===== config.mk =====
export PLATFORM = sky130hd
export DESIGN_NAME = instr_fetch
export DESIGN_NICKNAME = d
export VERILOG_FILES = /design/src/rtl/instr_fetch.sv
export SDC_FILE = /design/constraint.sdc
export NUM_CORES = 1
export LEC_CHECK = 0
export ABC_AREA = 1
export ABC_CLOCK_PERIOD_IN_PS = 1700
export BUFFER_PORTS_ARGS = -buffer_cell sky130_fd_sc_hd__buf_2
export CAP_MARGIN = 20
export CORE_MARGIN = 2
export CORE_UTILIZATION = 50
export CTS_BUF_LIST = sky130_fd_sc_hd__clkbuf_16
export DETAILED_ROUTE_END_ITERATION = 10
export PLACE_DENSITY = 0.79
export SYNTH_ARGS = -nofsm -noshare
export SYNTH_HDL_FRONTEND = slang
export SYNTH_SLANG_ARGS = --single-unit

===== constraint.sdc =====
create_clock -name clk -period 1.7 [get_ports clk]
set_input_delay 0.17 -clock clk [delete_from_list [all_inputs] [get_ports clk]]
set_output_delay 0.17 -clock clk [all_outputs]
set_load 0.005 [all_outputs]

===== src/rtl/instr_fetch.sv =====
// Instruction fetch: reads two bytes from a byte-wide ram and presents one big-endian instruction.
// Latency: instr_valid rises 2 cycles after entering FETCH_HI; peak throughput is 1 instruction per 3 cycles.
// Backpressure: a presented instruction is held in HOLD, with no ram reads, until instr_ready; a redirect flushes it.
//
// Ports:
//   clk, reset          clock; synchronous active-high reset
//   mem_rd_en           ram read enable (FETCH_HI / FETCH_LO only)
//   mem_rd_addr         ram read address (pc, or pc+1 for the lo byte)
//   mem_rd_data         ram read data, combinational from mem_rd_addr
//   instr_valid         instr / instr_pc hold a fetched instruction
//   instr_ready         decode accepts instr this cycle
//   instr, instr_pc     {hi byte @pc, lo byte @pc+1} and the address of the hi byte
//   redirect_en/_pc     load a new fetch address and flush the fetch in progress
//   pc                  current fetch PC (debug)
module instr_fetch #(
  parameter int                   ADDR_BITS = 8,
  parameter int                   DATA_BITS = 8,
  parameter logic [ADDR_BITS-1:0] RESET_PC  = '0
) (
  input  logic                   clk,
  input  logic                   reset,
  output logic                   mem_rd_en,
  output logic [ADDR_BITS-1:0]   mem_rd_addr,
  input  logic [DATA_BITS-1:0]   mem_rd_data,
  output logic                   instr_valid,
  input  logic                   instr_ready,
  output logic [2*DATA_BITS-1:0] instr,
  output logic [ADDR_BITS-1:0]   instr_pc,
  input  logic                   redirect_en,
  input  logic [ADDR_BITS-1:0]   redirect_pc,
  output logic [ADDR_BITS-1:0]   pc
);

  typedef enum logic [1:0] {
    FETCH_HI = 2'd0,
    FETCH_LO = 2'd1,
    HOLD     = 2'd2
  } state_t;

  localparam logic [ADDR_BITS-1:0] PC_ONE = ADDR_BITS'(1);
  localparam logic [ADDR_BITS-1:0] PC_TWO = ADDR_BITS'(2);

  state_t                 state_q, state_d;
  logic [ADDR_BITS-1:0]   pc_q, pc_d;
  logic [DATA_BITS-1:0]   hi_q, hi_d;
  logic [2*DATA_BITS-1:0] instr_q, instr_d;
  logic [ADDR_BITS-1:0]   instr_pc_q, instr_pc_d;
  logic                   valid_q, valid_d;

  // State and datapath registers; reset wins over redirect and normal flow.
  always_ff @(posedge clk) begin
    if (reset) begin
      state_q    <= FETCH_HI;
      pc_q       <= RESET_PC;
      hi_q       <= '0;
      instr_q    <= '0;
      instr_pc_q <= '0;
      valid_q    <= 1'b0;
    end else begin
      state_q    <= state_d;
      pc_q       <= pc_d;
      hi_q       <= hi_d;
      instr_q    <= instr_d;
      instr_pc_q <= instr_pc_d;
      valid_q    <= valid_d;
    end
  end

  // Next-state and output logic.
  always_comb begin
    state_d     = state_q;
    pc_d        = pc_q;
    hi_d        = hi_q;
    instr_d     = instr_q;
    instr_pc_d  = instr_pc_q;
    valid_d     = valid_q;
    mem_rd_en   = 1'b0;
    mem_rd_addr = pc_q;

    unique case (state_q)
      FETCH_HI: begin
        mem_rd_en = 1'b1;
        hi_d      = mem_rd_data;
        state_d   = FETCH_LO;
      end
      FETCH_LO: begin
        // pc+1 and pc+2 wrap naturally in ADDR_BITS: pc=max reads lo from 0, next pc is 1.
        mem_rd_en   = 1'b1;
        mem_rd_addr = pc_q + PC_ONE;
        instr_d     = {hi_q, mem_rd_data};
        instr_pc_d  = pc_q;
        pc_d        = pc_q + PC_TWO;
        valid_d     = 1'b1;
        state_d     = HOLD;
      end
      HOLD: begin
        // HOLD is only entered with valid set; ready is qualified anyway so a
        // stray ready can never release an empty slot.
        if (valid_q && instr_ready) begin
          valid_d = 1'b0;
          state_d = FETCH_HI;
        end
      end
      default: begin
        valid_d = 1'b0;
        state_d = FETCH_HI;
      end
    endcase

    // Redirect overrides the normal flow. A coincident handshake is simply
    // absorbed: valid drops either way. The presented instr/instr_pc are left
    // untouched so a redirect during FETCH_LO does not disturb them, and the
    // half-built hi byte is dropped.
    if (redirect_en) begin
      pc_d       = redirect_pc;
      valid_d    = 1'b0;
      state_d    = FETCH_HI;
      hi_d       = '0;
      instr_d    = instr_q;
      instr_pc_d = instr_pc_q;
    end

    if (reset) begin
      mem_rd_en = 1'b0;
    end
  end

  assign instr_valid = valid_q;
  assign instr       = instr_q;
  assign instr_pc    = instr_pc_q;
  assign pc          = pc_q;

endmodule


==> impl_summary.txt, run 1 <==
----------------------------------------------------
[Critical path]
  Worst endpoint data arrival time ... 1.47 ns
  Worst path required time ... 1.53 ns
  Destination of the critical timing path ... mem_rd_addr[6]
  End of the worst register-to-register path ... pc[3]$_SDFFE_PP0P_
  Worst flop-to-flop path startpoint ... state_q[1]$_SDFFE_PP0P_
  Worst Reg2Reg Path Length in Cells ... 5
  Largest fanout on the critical path ... 5
  CP startpoint kind ... flip-flop
  Slack of the worst reg-to-reg path ... 0.15 ns
  Type of the worst setup path ... flip-flop to primary output
  Worst setup path startpoint ... state_q[0]$_SDFFE_PP0P_
  Critical path endpoint category ... primary output

[Timing]
  Final sum of negative setup slack ... 0 ns
  Min Hold Slack ... 0.133 ns
  Max-Slew Margin vs Limit ... 56.4%
  Tcrit/Tclk final ... 96.4%
  Final setup violation count ... 0
  Pins Over Slew Limit ... 0
  Number of hold violations in the final report ... 0
  Layout Skew ... 0.00503 ns
  Slew at the pin with the worst max-slew slack ... 0.652 ns
  Minimum period implied by the final worst setup slack ... 1.64 ns
  Top achievable clock speed ... 610 MHz

[Logic synthesis]
  Yosys reg bits ... 43
  Most numerous cell in the Yosys netlist ... nand2_1
  Most frequent cells after synthesis ... nand2_1 (68), dfxtp_1 (43), a21oi_1 (32)
  Yosys cell types ... 24
  Sequential fraction of the synthesis area ... 47.0%
  Per-instance average area after synthesis ... 7.42 um^2
  EDFF count, synth ... 0
  Net count after synthesis ... 269
  Post-synthesis instance total ... 247
  Total number of yosys warnings ... 0
  Syn Std Cell Area ... 1830 um^2
  Top flip-flop cell by instance count after synthesis ... dfxtp_1
  Library cell occupying the most area in the post-synthesis netlist ... dfxtp_1
  Area share of the leading cell type in the synthesized netlist ... 47.0%
  Synth top area cells ... dfxtp_1 (47%), nand2_1 (14%), a21oi_1 (8.7%)
  Async set-reset flop share out of synthesis ... 0%

[Clock network]
  Num Clock Sinks ... 43
  CTS tree ... done
  Worst-Skew Late Latency ... 0.28 ns
  CTS clock-pin slew for the worst setup and hold paths ... 0.06 ns
  Cell chosen for the clock root ... clkbuf_16
  Maximum buffer depth of the clock tree ... 2
  Depth of the CTS H-tree ... 2
  TritonCTS buffer count ... 5

[Layout]
  Post-layout nets ... 337
  Number of fill cells in the layout ... 285
  Post-synthesis to final-layout area growth ... 32.5%
  Share of layout cells above drive strength 1 ... 31.0%
  Total inserted antenna cells ... 0

[Drt]
  Final routed DRC violation total ... 0
  Routed wire length ... 4.88 mm
  DRC violation total after the first TritonRoute iteration ... 98
  Average via count per standard cell ... 5.14
  Antenna viol nets, final ... 0
  Number of search-and-repair iterations in the first detailed-routing pass ... 5
  Number of vias in the routed layout ... 1,859
  DR WL/cell ... 13.5 um

[Floorplanning]
  Area of the core region ... 3420 um^2
  Top-Level Pins ... 62
  Rows ... 21
  Total die area ... 4160 um^2
  Starting density of the core ... 53.6%
  Horiz. Die Dim ... 64.5 um
  Die Y ... 64.5 um

[Global routing]
  Initial antenna violation count ... 0
  First-pass GRT wire length ... 7.36 mm
  Total congestion overflow ... 0
  Maximum number of pins on one net before global-route repair ... 33
  Vias in the first global route ... 1,677
  Overall Global Routing Usage ... 23.0%

[Power]
  Peak supply drop ... 931 uV
  Leak ... 1.13 nW
  Power per standard cell area ... 1050 nW/um^2
  Final Total Pwr ... 0.00255 W

[Hold path]
  Worst min-delay path category ... primary input to flip-flop
  Count of cells along the worst hold path ... 3

[Run]
  Number of violations of the max-capacitance limit ... 0

[Outcome]
  Result of the run ... completed

[Placement]
  Routability-driven placement congestion ratio ... 0.859
  Hpwl dp ... 3.15 mm
  Count of input and output buffers ... 61

----------------------------------------------------
## flip-flops by register name (all words and copies together) (netlist names)
register     flops
hi_q             8
instr           16
instr_pc         8
instr_valid      1
pc               8
state_q          2
## kinds of logic (layout without fill, tap and decap cells)
kind of cell | count (synthesis) | in the layout | synth area share (%)
xor+xnor | 5 | 5 | 2.39
compound gates | 53 | 53 | 14.8
buf+inv | 29 | 98 | 7.31
flops | 43 | 43 | 47.0
fa+ha+maj | 2 | 2 | 1.37
simple gates | 115 | 115 | 27.2
## where the power goes
group          total (W)  switching, W  internal [W]
logic           0.000257      0.000149      0.000108
registers        0.00108     0.0000356       0.00105
clock network    0.00121      0.000376      0.000836
total            0.00255      0.000561       0.00199
## critical path, stage by stage, from the launching register on
cell     delay, ns
dfxtp_4       0.37
inv_1         0.08
nor2_4        0.22
nand2_4       0.09
nor2_4        0.11
nand2_2       0.06
xor2_1        0.13
buf_2         0.12
## metrics by stage
step	utilization (%)	setup slack (ns)	cell area, um^2	instances
6_report	71.1	0.0612	2430	362
5_1_grt	71.1	-0.0176	2430	362
4_1_cts	69.2	0.00634	2360	357
3_5_place_dp	63.5	0.233	2170	349
3_3_place_gp	63.5	0.261	2170	349
2_1_floorplan	-	0.444	1830	247
## cell usage in the layout, fill, tap and decap left out
cell type | synthesis | final
buf_4 | 4 | 10
dfxtp_1 | 43 | 38
a21oi_1 | 32 | 32
dfxtp_2 | 0 | 3
nor2_4 | 3 | 3
inv_2 | 1 | 1
nand3_2 | 0 | 1
nand2_1 | 68 | 68
o21ai_1 | 2 | 2
clkinv_1 | 1 | 1
bufinv_16 | 0 | 2
nand2_4 | 2 | 2
clkbuf_16 | 0 | 5
xor2_1 | 3 | 3
nand2_2 | 2 | 2
dfxtp_4 | 0 | 2
ha_4 | 0 | 1
or2_2 | 1 | 1
nand3_1 | 11 | 10
ha_1 | 2 | 1
o21ai_0 | 16 | 16
nor2_2 | 3 | 4
o21bai_1 | 1 | 1
a31oi_1 | 2 | 2
buf_2 | 2 | 61
nor2_1 | 25 | 24
xnor2_1 | 2 | 2
inv_1 | 17 | 18
## cell type report
class | count | area, um^2 | share of cell area (%)
repair buffers | 71 | 380 | 15.7
well taps | 46 | 57.6 | 2.37
clock inverters | 3 | 63.8 | 2.63
flip-flops and latches | 43 | 872 | 35.9
clock buffers | 5 | 125 | 5.15
inverters | 19 | 71.3 | 2.94
multi-input cells | 175 | 857 | 35.3
## per-layer routing
metal	wire, um	vias to the layer above	track usage (%)	part of all wire (%)
met2	2400	80	36.7	49
met3	326	6	6.77	6.7
met1	2100	846	30.1	43
met5	0	-	0	0
met4	51	0	7.18	1.0
li1	-	927	-	-
## worst min path at each step
stage | from | endpoint | slack, ns
after CTS | mem_rd_data[6] | hi_q[6]$_SDFFE_PP0N_ | 0.13
final | mem_rd_data[6] | hi_q[6]$_SDFFE_PP0N_ | 0.13
after global routing | mem_rd_data[6] | hi_q[6]$_SDFFE_PP0N_ | 0.15
after detailed placement | mem_rd_data[2] | hi_q[2]$_SDFFE_PP0N_ | 0.43
after global placement | mem_rd_data[3] | hi_q[3]$_SDFFE_PP0N_ | 0.42
after floorplan | mem_rd_data[0] | hi_q[0]$_SDFFE_PP0N_ | 0.30
## repair_timing
item | in CTS | in global routing
endpoints found under the hold margin | 0 | 0
endpoints found under the setup margin | 3 | 3
pin swaps | 0 | 2
hold buffers | 0 | 0
gates resized for setup | 3 | 8
buffers inserted | 0 | 5
(Power assumes the default switching activity.)
==> inputs of run 2 (changes only) <==
- ABC_CLOCK_PERIOD_IN_PS: 1700 -> 1330
- CORE_UTILIZATION: 50 -> 46
- CTS_BUF_LIST: sky130_fd_sc_hd__clkbuf_16 -> sky130_fd_sc_hd__clkbuf_8
- PLACE_DENSITY: 0.79 -> 0.77
- clock period: 1.7 -> 1.33 ns (I/O delays scaled with it)
==> run 2 against run 1 <==
  * The flow now finishes with violations (setup timing)
  * Worst hold slack worse by 0.078 ns
  * Cell count up 4.1%
  * Via count is 3.5% higher
  * Critical endpoint is now mem_rd_addr[7]
==> impl_summary.txt, run 2 (synthesis results as in run 1) <==
----------------------------------------------------
[Floorplanning]
  Rows ... 22 (was 21)
  Starting density of the core ... 48.9% (was 53.6%)
  Area of the core region ... 3740 um^2 (was 3420 um^2)
  Top-Level Pins ... 62 (unchanged)
  Total die area ... 4500 um^2 (was 4160 um^2)
  Die Y ... 67.1 um (was 64.5 um)
  Horiz. Die Dim ... 67.1 um (was 64.5 um)

[Critical path]
  Worst setup path startpoint ... pc[1]$_SDFFE_PP0P_ (was state_q[0]$_SDFFE_PP0P_)
  Critical path endpoint category ... primary output (unchanged)
  CP startpoint kind ... flip-flop (unchanged)
  Worst endpoint data arrival time ... 1.44 ns (was 1.47 ns)
  CP top delay family ... simple AND/OR/NAND/NOR gates (unchanged)
  Cell-by-cell trace of the critical path ... ha_4, nand2_2, nor2_4, nand3_2, nand3_1, o21ai_1, buf_2 (was inv_1, nor2_4, nand2_4, nor2_4, nand2_2, xor2_1, buf_2)
  Slowest stage cell on the critical path ... dfxtp_4 (unchanged)
  Worst path buffer plus inverter count ... 1 (was 2)
  Largest fanout on the critical path ... 3 (was 5)
  CP max stage delay ... 0.37 ns (about the same)
  Type of the worst setup path ... flip-flop to primary output (unchanged)
  Worst path required time ... 1.20 ns (was 1.53 ns)
  Worst flop-to-flop path startpoint ... pc[1]$_SDFFE_PP0P_ (was state_q[1]$_SDFFE_PP0P_)

[Timing]
  Final setup violation count ... 9 (was 0)
  Max-Slew Margin vs Limit ... 79.1% (was 56.4%)
  Tcrit/Tclk final ... 118%
  Setup repair after global routing missed its margin ... yes
  Final sum of negative setup slack ... -1.30 ns (was 0 ns)
  Minimum period implied by the final worst setup slack ... 1.57 ns
  Pins Over Slew Limit ... 0 (unchanged)
  Worst Slack Setup Final ... -0.238 ns (was 0.0612 ns)
  Layout Skew ... 0.00802 ns (was 0.00503 ns)
  Slew at the pin with the worst max-slew slack ... 0.313 ns (was 0.652 ns)
  Number of hold violations in the final report ... 0 (unchanged)
  Top achievable clock speed ... 638 MHz

[Outcome]
  Violated checks ... setup timing
  Result of the run ... finished with violations (was completed)

[Clock network]
  Worst-Skew Late Latency ... 0.30 ns (was 0.28 ns)
  Maximum buffer depth of the clock tree ... 2 (unchanged)
  CTS tree ... done (unchanged)
  CTS clock-pin slew for the worst setup and hold paths ... 0.08 ns (was 0.06 ns)
  Cell chosen for the clock root ... clkbuf_8 (was clkbuf_16)
  Num Clock Sinks ... 43 (unchanged)
  Depth of the CTS H-tree ... 2 (unchanged)
  TritonCTS buffer count ... 5 (unchanged)
  Hold buffer count at cts ... 0 (unchanged)

[Layout]
  Post-layout nets ... 350 (was 337)
  Most common cell after layout, fill and taps aside ... nand2_1 (unchanged)
  Number of flip-flops under the largest register name ... 16 (unchanged)
  Post-synthesis to final-layout area growth ... 38.6% (was 32.5%)
  Total inserted antenna cells ... 0 (unchanged)
  Leading cell types in the layout, fill and taps excluded ... nand2_1 (64), buf_2 (61), dfxtp_1 (37), a21oi_1 (32), nor2_1 (23) (was nand2_1 (68), buf_2 (61), dfxtp_1 (38), a21oi_1 (32), nor2_1 (24))
  Share of layout cells above drive strength 1 ... 37.7% (was 31.0%)

[Power]
  Leak ... 1.18 nW (was 1.13 nW)
  Final Total Pwr ... 0.00277 W (was 0.00255 W)
  Power per standard cell area ... 1090 nW/um^2 (was 1050 nW/um^2)
  Peak supply drop ... 840 uV (was 931 uV)

[Placement]
  Count of input and output buffers ... 61 (unchanged)
  Hpwl dp ... 3.34 mm (was 3.15 mm)
  Routability-driven placement congestion ratio ... 0.961 (was 0.859)
  Worst-case setup slack after placement ... 0.0443 ns (was 0.233 ns)

[Drt]
  Antenna viol nets, final ... 0 (unchanged)
  Routed wire length ... 5.14 mm (was 4.88 mm)
  Average via count per standard cell ... 5.10 (was 5.14)
  Number of search-and-repair iterations in the first detailed-routing pass ... 4 (was 5)
  DRC violation total after the first TritonRoute iteration ... 186 (was 98)
  Number of vias in the routed layout ... 1,924 (was 1,859)
  DR WL/cell ... 13.6 um (was 13.5 um)
  Final routed DRC violation total ... 0 (unchanged)

[Global routing]
  First-pass GRT wire length ... 8.01 mm (was 7.36 mm)
  Total congestion overflow ... 0 (unchanged)
  Initial antenna violation count ... 0 (unchanged)
  Overall Global Routing Usage ... 23.8% (was 23.0%)
  Maximum number of pins on one net before global-route repair ... 26 (was 33)
  Vias in the first global route ... 1,821 (was 1,677)

[Run]
  Number of violations of the max-capacitance limit ... 0 (unchanged)

[Hold path]
  Hold path startpoint ... reset (was mem_rd_data[6])
  Worst min-delay path category ... primary input to flip-flop (unchanged)

----------------------------------------------------
run 2: cell type report:
class | instances | area, um^2
Clock buffer | 5 | 68.8
Clock inverter | 3 | 43.8
Fill cell | 321 | 1200
Inverter | 19 | 71.3
Multi-Input combinational cell | 175 | 913
Sequential cell | 43 | 876
Tap cell | 48 | 60.1
Timing Repair Buffer | 84 | 505
run 2: worst paths after layout:
| kind | to | slack, ns | cells after the start |
|---|---|---|---|
| worst max-delay path | mem_rd_addr[7] | -0.24 | 7 |
| worst min-delay path | instr[5]$_SDFFE_PP0P_ | 0.06 | 2 |
| worst max register to register | pc[7]$_SDFFE_PP0P_ | -0.15 | 9 |
| worst min register to register | instr[2]$_SDFFE_PP0P_ | 0.46 | 2 |
run 2: stage by stage:
| step | util, % | instances | hold WS [ns] | area (um^2) |
|---|---|---|---|---|
| floorplan | - | 247 | 0.268 | 1830 |
| global route | 67.8 | 377 | 0.0717 | 2540 |
| detailed placement | 60.0 | 359 | 0.364 | 2240 |
| CTS | 66.4 | 376 | 0.0514 | 2480 |
| finish | 67.8 | 377 | 0.0551 | 2540 |
| global placement | 60.0 | 359 | 0.358 | 2240 |
run 2: report_power, final:
part           switching (W)  internal, W
combinational       0.000212     0.000166
sequential         0.0000424      0.00134
clock               0.000459     0.000559
total               0.000713      0.00206
run 2: layer usage:
layer / GRT usage, % / wire length, um / up-vias
met5: 0 / 0 / -
met4: 9.18 / 121 / 0
met3: 6.08 / 402 / 14
met2: 39.4 / 2440 / 79
met1: 29.7 / 2180 / 879
li1: - / - / 952
run 2: timing repair:
| action | 4_1_cts | 5_1_grt |
|---|---|---|
| setup endpoints to repair | 8 | 9 |
| pin swaps | 8 | 9 |
| buffers inserted | 9 | 1 |
| resized for setup | 21 | 13 |
